File: config.mk
export PLATFORM = sky130hd
export DESIGN_NAME = cpu_control_fsm
export DESIGN_NICKNAME = d
export VERILOG_FILES = /design/src/rtl/cpu_control_fsm.sv
export SDC_FILE = /design/constraint.sdc
export NUM_CORES = 1
export LEC_CHECK = 0
export CORE_UTILIZATION = 46
export CTS_BUF_LIST = sky130_fd_sc_hd__clkbuf_16
export DETAILED_ROUTE_END_ITERATION = 10
export PLACE_DENSITY = 0.78
export SYNTH_ARGS = -nofsm -noshare
export SYNTH_HDL_FRONTEND = slang
export SYNTH_SLANG_ARGS = --single-unit
export TNS_END_PERCENT = 5
File: constraint.sdc
create_clock -name clk -period 3.2 [get_ports clk]
set_clock_uncertainty 0.15 [all_clocks]
set_input_delay 0.96 -clock clk [delete_from_list [all_inputs] [get_ports clk]]
set_output_delay 0.96 -clock clk [all_outputs]
set_load 0.03 [all_outputs]
File: src/rtl/cpu_control_fsm.sv
// Multi-cycle CPU control unit: sequences fetch, decode, data-processing,
// load/store and branch instructions, counts retired instructions and
// halts with a sticky error on an undefined class or a memory timeout.
module cpu_control_fsm #(
    parameter int WAIT_LIMIT = 15
) (
    input  logic        clk,
    input  logic        rst_n,
    input  logic [31:0] IR,
    input  logic        cond_ok,
    input  logic        mem_ready,
    output logic        write_pc,
    output logic        write_ir,
    output logic        pc_branch,
    output logic        write_reg,
    output logic        wb_sel,
    output logic        write_nzcv,
    output logic        mem_req,
    output logic        mem_we,
    output logic [3:0]  state,
    output logic [31:0] instr_cnt,
    output logic        err
);

    localparam logic [3:0] S_FETCH   = 4'd1;
    localparam logic [3:0] S_DECODE  = 4'd2;
    localparam logic [3:0] S_EXEC_DP = 4'd3;
    localparam logic [3:0] S_WB_DP   = 4'd4;
    localparam logic [3:0] S_ADDR_LS = 4'd5;
    localparam logic [3:0] S_MEM     = 4'd6;
    localparam logic [3:0] S_WB_LD   = 4'd7;
    localparam logic [3:0] S_BRANCH  = 4'd8;
    localparam logic [3:0] S_HALT    = 4'd15;

    localparam logic [7:0] LIMIT = 8'(WAIT_LIMIT);

    logic [3:0] next_state;
    logic       retire;
    logic [7:0] wait_cnt;
    logic       l_bit;
    // Goes high on the first posedge after reset release; until then the
    // machine sits in FETCH with every enable held off.
    logic       run;

    // Only the class, link and S/L fields of IR steer this block.
    logic unused_ir;
    assign unused_ir = ^{IR[31:28], IR[25], IR[23:21], IR[19:0]};

    // State register with the run qualifier that delays the first FETCH.
    always_ff @(posedge clk or negedge rst_n) begin
        if (!rst_n) begin
            state <= S_FETCH;
            run   <= 1'b0;
        end else begin
            run <= 1'b1;
            if (run) state <= next_state;
        end
    end

    // Next-state decode; also flags retirement into FETCH.
    always_comb begin
        next_state = S_HALT;
        retire     = 1'b0;
        case (state)
            S_FETCH:   next_state = cond_ok ? S_DECODE : S_FETCH;
            S_DECODE: begin
                case (IR[27:26])
                    2'b00:   next_state = S_EXEC_DP;
                    2'b01:   next_state = S_ADDR_LS;
                    2'b10:   next_state = S_BRANCH;
                    default: next_state = S_HALT;
                endcase
            end
            S_EXEC_DP: next_state = S_WB_DP;
            S_WB_DP: begin
                next_state = S_FETCH;
                retire     = 1'b1;
            end
            S_ADDR_LS: next_state = S_MEM;
            S_MEM: begin
                // Completion wins over timeout when both land on one cycle.
                if (mem_ready) begin
                    next_state = l_bit ? S_WB_LD : S_FETCH;
                    retire     = ~l_bit;
                end else if (wait_cnt == LIMIT) begin
                    next_state = S_HALT;
                end else begin
                    next_state = S_MEM;
                end
            end
            S_WB_LD: begin
                next_state = S_FETCH;
                retire     = 1'b1;
            end
            S_BRANCH: begin
                next_state = S_FETCH;
                retire     = 1'b1;
            end
            default:   next_state = S_HALT;
        endcase
    end

    // Bookkeeping: retire counter, sticky error, memory wait counter, L latch.
    always_ff @(posedge clk or negedge rst_n) begin
        if (!rst_n) begin
            instr_cnt <= 32'd0;
            err       <= 1'b0;
            wait_cnt  <= 8'd0;
            l_bit     <= 1'b0;
        end else if (run) begin
            if (retire) instr_cnt <= instr_cnt + 32'd1;
            if (next_state == S_HALT) err <= 1'b1;
            if (state == S_ADDR_LS) begin
                wait_cnt <= 8'd0;
                l_bit    <= IR[20];
            end else if (state == S_MEM && !mem_ready) begin
                wait_cnt <= wait_cnt + 8'd1;
            end
        end
    end

    // Moore output decode, all enables off until the machine is running.
    always_comb begin
        write_pc   = 1'b0;
        write_ir   = 1'b0;
        pc_branch  = 1'b0;
        write_reg  = 1'b0;
        wb_sel     = 1'b0;
        write_nzcv = 1'b0;
        mem_req    = 1'b0;
        mem_we     = 1'b0;
        if (run) begin
            case (state)
                S_FETCH: begin
                    write_pc = 1'b1;
                    write_ir = 1'b1;
                end
                S_WB_DP: begin
                    write_reg  = 1'b1;
                    write_nzcv = IR[20];
                end
                S_MEM: begin
                    mem_req = 1'b1;
                    mem_we  = ~l_bit;
                end
                S_WB_LD: begin
                    write_reg = 1'b1;
                    wb_sel    = 1'b1;
                end
                S_BRANCH: begin
                    pc_branch = 1'b1;
                    write_reg = IR[24];
                end
                default: ;
            endcase
        end
    end

endmodule

==> out/qor.txt <==
Run status = finished clean
Cells on worst reg2reg path = 5
Period utilisation layout = 96.9%
Number of pins exceeding their max-slew limit in the final report = 0
Layout cells sized above 1 = 9.74%
Largest fanout on the critical path = 1
Critical Path Source Type = primary input
Remaining global-route overflow = 0
X dimension of the die = 75.4 um
Top cell type by total area after synthesis = sky130_fd_sc_hd__dfrtp_1
Final non-filler cell total = 378
Maximum vdd ir drop = 0.000262 V
Pin count of the biggest net entering global routing = 48
Placed Instances = 370
CTS H-tree lvls = 2
Standard-cell row count = 26
Sequential fraction of the synthesis area = 47.5%
Clock Sink Count = 47
R2R Path End = instr_cnt[31]$_DFFE_PN0P_
Primary flip-flop cell chosen by synthesis mapping = sky130_fd_sc_hd__dfrtp_1
Wire length after detailed routing = 5180 um
Hold Fails Final Rpt = 0
# Post-CTS Setup Buffers = 0
Post-synthesis instance total = 249
Routed wire length per instance = 13.7 um
YS warnings = 0
Reg-to-reg startpoint = state[3]$_DFFE_PN0P_
Count of nets left with antenna violations after detail routing = 0
Number of flops mapped to enable cells by yosys = 0
Count of antenna diodes in the layout = 0
Least-Margin Pin Slew = 0.696 ns
Crit end category = output pin
Yosys cell types = 45
Initial antenna violation count = 0
Total half-perimeter wirelength after legalization and detailed placement = 3660 um
Fraction of synthesized cell area taken by the top area cell type = 46.4%
Area delta synth->final = 32.4%
Post-Syn Area = 2480 um^2
CTS Buf Count = 5
Die Height = 75.4 um
Core Box Area = 5140 um^2
Critical path start-end classification = primary input to output pin
Flop-to-flop setup slack = 0.70 ns
Syn avg cell area = 9.96 um^2
First-pass DRT Iterations = 5
Wire length of the first global-routing pass = 8510 um
Via count of the first global-routing pass = 1847
Number of register bits inferred by synthesis = 47
DRC = 0
Final estimated routing congestion in global placement = 0.786
Clock tree from TritonCTS = built
Pwr Density = 397 nW/um^2
Number of buffers added on ports = 52
Floorplan die area = 5690 um^2
Setup total negative slack = 0 ns
Clock-pin slew reported for the worst setup and hold paths after clock tree synthesis = 0.06 ns
Slew HR = 53.6%
Initial DRC Count = 114
Routed via count divided by cell count = 5.21
Total global-route track usage = 20.1%
Worst hold path depth = 2
Pleak = 1.49 nW
Number of vias in the routed layout = 1969
Setup repair after global routing missed its margin = no
Total of max-cap violations = 0
Worst-Skew Late Latency = 0.28 ns
Worst-case hold path end point = err$_DFFE_PN0P_
Net count of the finished layout = 349
Data required time at the worst endpoint = 2.09 ns
Biggest area contributors in the synthesized netlist = sky130_fd_sc_hd__dfrtp_1, sky130_fd_sc_hd__xor2_1, sky130_fd_sc_hd__xnor2_1
Data arrival, critical path = 1.99 ns
Maximum clock frequency = 322 MHz
Tmin final = 3.10 ns
Net count after synthesis = 291
Proportion of register bits with asynchronous set or reset after synthesis = 100%
Hold path start = err$_DFFE_PN0P_
Clock root buffer = sky130_fd_sc_hd__clkbuf_16
Hold Crit Class = flip-flop to flip-flop
Clock Tree Buf Depth = 2
Final setup violation count = 0
Num ports = 81
Initial Utilization = 48.2%
-- through the flow --
stage                     worst slack [ns]  hold WS, ns  area [um^2]  power [mW]  utilization, %
after detailed placement             0.102        0.306         3090       0.660            60.2
after global placement              0.0934        0.309         3090       0.659            60.2
after global routing                0.0161        0.337         3280        1.35            63.9
after CTS                           0.0318        0.320         3280        1.32            63.8
final                               0.0977        0.318         3280        1.30            63.9
after floorplan                      0.267        0.356         2480       0.630               -
-- kinds of logic after synthesis --
kind of cell | share of synthesized area, %
compound gates | 8.12
xor+xnor | 13.4
fa+ha+maj | 3.03
buf+inv | 2.62
flops | 47.5
mux | 1.36
other cells | 0.151
simple gates | 23.8
-- worst max-delay path by stage --
stage	start	end	slack [ns]
3_3_place_gp	mem_ready	instr_cnt[31]$_DFFE_PN0P_	0.09
3_5_place_dp	IR[24]	write_reg	0.10
6_report	IR[24]	write_reg	0.1
5_1_grt	IR[24]	write_reg	0.02
4_1_cts	state[3]$_DFFE_PN0P_	mem_we	0.03
2_1_floorplan	state[2]$_DFFE_PN0P_	write_reg	0.27
-- synthesized netlist by cell type (3+ instances only) --
| library cell | count |
|---|---|
| sky130_fd_sc_hd__a21oi_1 | 7 |
| sky130_fd_sc_hd__a31oi_1 | 3 |
| sky130_fd_sc_hd__and2_1 | 3 |
| sky130_fd_sc_hd__and3_1 | 9 |
| sky130_fd_sc_hd__and4_1 | 3 |
| sky130_fd_sc_hd__clkbuf_1 | 5 |
| sky130_fd_sc_hd__dfrtp_1 | 46 |
| sky130_fd_sc_hd__ha_1 | 6 |
| sky130_fd_sc_hd__inv_1 | 9 |
| sky130_fd_sc_hd__mux2_2 | 3 |
| sky130_fd_sc_hd__nand2_1 | 17 |
| sky130_fd_sc_hd__nand2b_1 | 4 |
| sky130_fd_sc_hd__nand3_1 | 8 |
| sky130_fd_sc_hd__nand4_1 | 9 |
| sky130_fd_sc_hd__nor2_1 | 27 |
| sky130_fd_sc_hd__nor2b_1 | 3 |
| sky130_fd_sc_hd__nor3_1 | 17 |
| sky130_fd_sc_hd__o21ai_0 | 5 |
| sky130_fd_sc_hd__or2_2 | 3 |
| sky130_fd_sc_hd__xnor2_1 | 15 |
| sky130_fd_sc_hd__xor2_1 | 23 |
-- repair_timing --
item | 4_1_cts | 5_1_grt
endpoints found under the setup margin | 2 | 2
resized for setup | 2 | 3
hold buffers | 0 | 0
-- worst max-delay path, stage by stage --
cell                              delay [ns]
sky130_fd_sc_hd__clkdlybuf4s50_1        0.46
sky130_fd_sc_hd__a21oi_1                0.06
sky130_fd_sc_hd__nor3_1                 0.14
sky130_fd_sc_hd__a21oi_1                0.08
sky130_fd_sc_hd__nor2b_1                0.13
sky130_fd_sc_hd__buf_4                  0.17
-- sequential cells by signal (all words and copies together) (netlist names) --
signal,cells
run,1
err,1
wait_cnt,8
state,4
l_bit,1
instr_cnt,32
-- metal layers --
layer | GRT usage [%] | wire (um) | part of all wire [%] | up-vias
li1 | - | - | - | 971
met1 | 27.1 | 2510 | 48 | 937
met2 | 32.2 | 2380 | 46 | 54
met3 | 4.37 | 242 | 4.7 | 7
met4 | 6.79 | 57 | 1.1 | 0
met5 | 0 | 0 | 0 | -
-- power by group --
group          total, mW  switching, mW  internal [mW]
Clock              0.655          0.211          0.444
Combinational     0.0449         0.0272         0.0177
Sequential         0.603        0.00557          0.598
Total               1.30          0.244           1.06
-- cell usage in the layout, fill, tap and decap left out, types with 3 or more instances in the layout --
cell                              count
sky130_fd_sc_hd__inv_1               10
sky130_fd_sc_hd__xnor2_1             15
sky130_fd_sc_hd__ha_1                 6
sky130_fd_sc_hd__and3_1               9
sky130_fd_sc_hd__nand2b_1             4
sky130_fd_sc_hd__a21oi_1              7
sky130_fd_sc_hd__buf_4                8
sky130_fd_sc_hd__mux2_2               3
sky130_fd_sc_hd__a31oi_1              3
sky130_fd_sc_hd__nand4_1              9
sky130_fd_sc_hd__nor2b_1              3
sky130_fd_sc_hd__o21ai_0              5
sky130_fd_sc_hd__nand3_1              8
sky130_fd_sc_hd__and4_1               3
sky130_fd_sc_hd__clkdlybuf4s50_1     46
sky130_fd_sc_hd__nor2_1              27
sky130_fd_sc_hd__dfrtp_1             44
sky130_fd_sc_hd__nand2_1             17
sky130_fd_sc_hd__clkbuf_16            5
sky130_fd_sc_hd__xor2_1              23
sky130_fd_sc_hd__nor3_1              17
sky130_fd_sc_hd__and2_1               3
sky130_fd_sc_hd__or2_2                3
-- cell type report --
class / count / area, um^2
clock buffer: 5 / 125
inverter: 9 / 33.8
fill: 448 / 1860
clock inverter: 3 / 63.8
sequential: 47 / 1180
tap: 70 / 87.6
multi-input combinational: 186 / 1240
timing repair buffer: 58 / 556
Note: power is estimated with default switching activity, not from simulation.
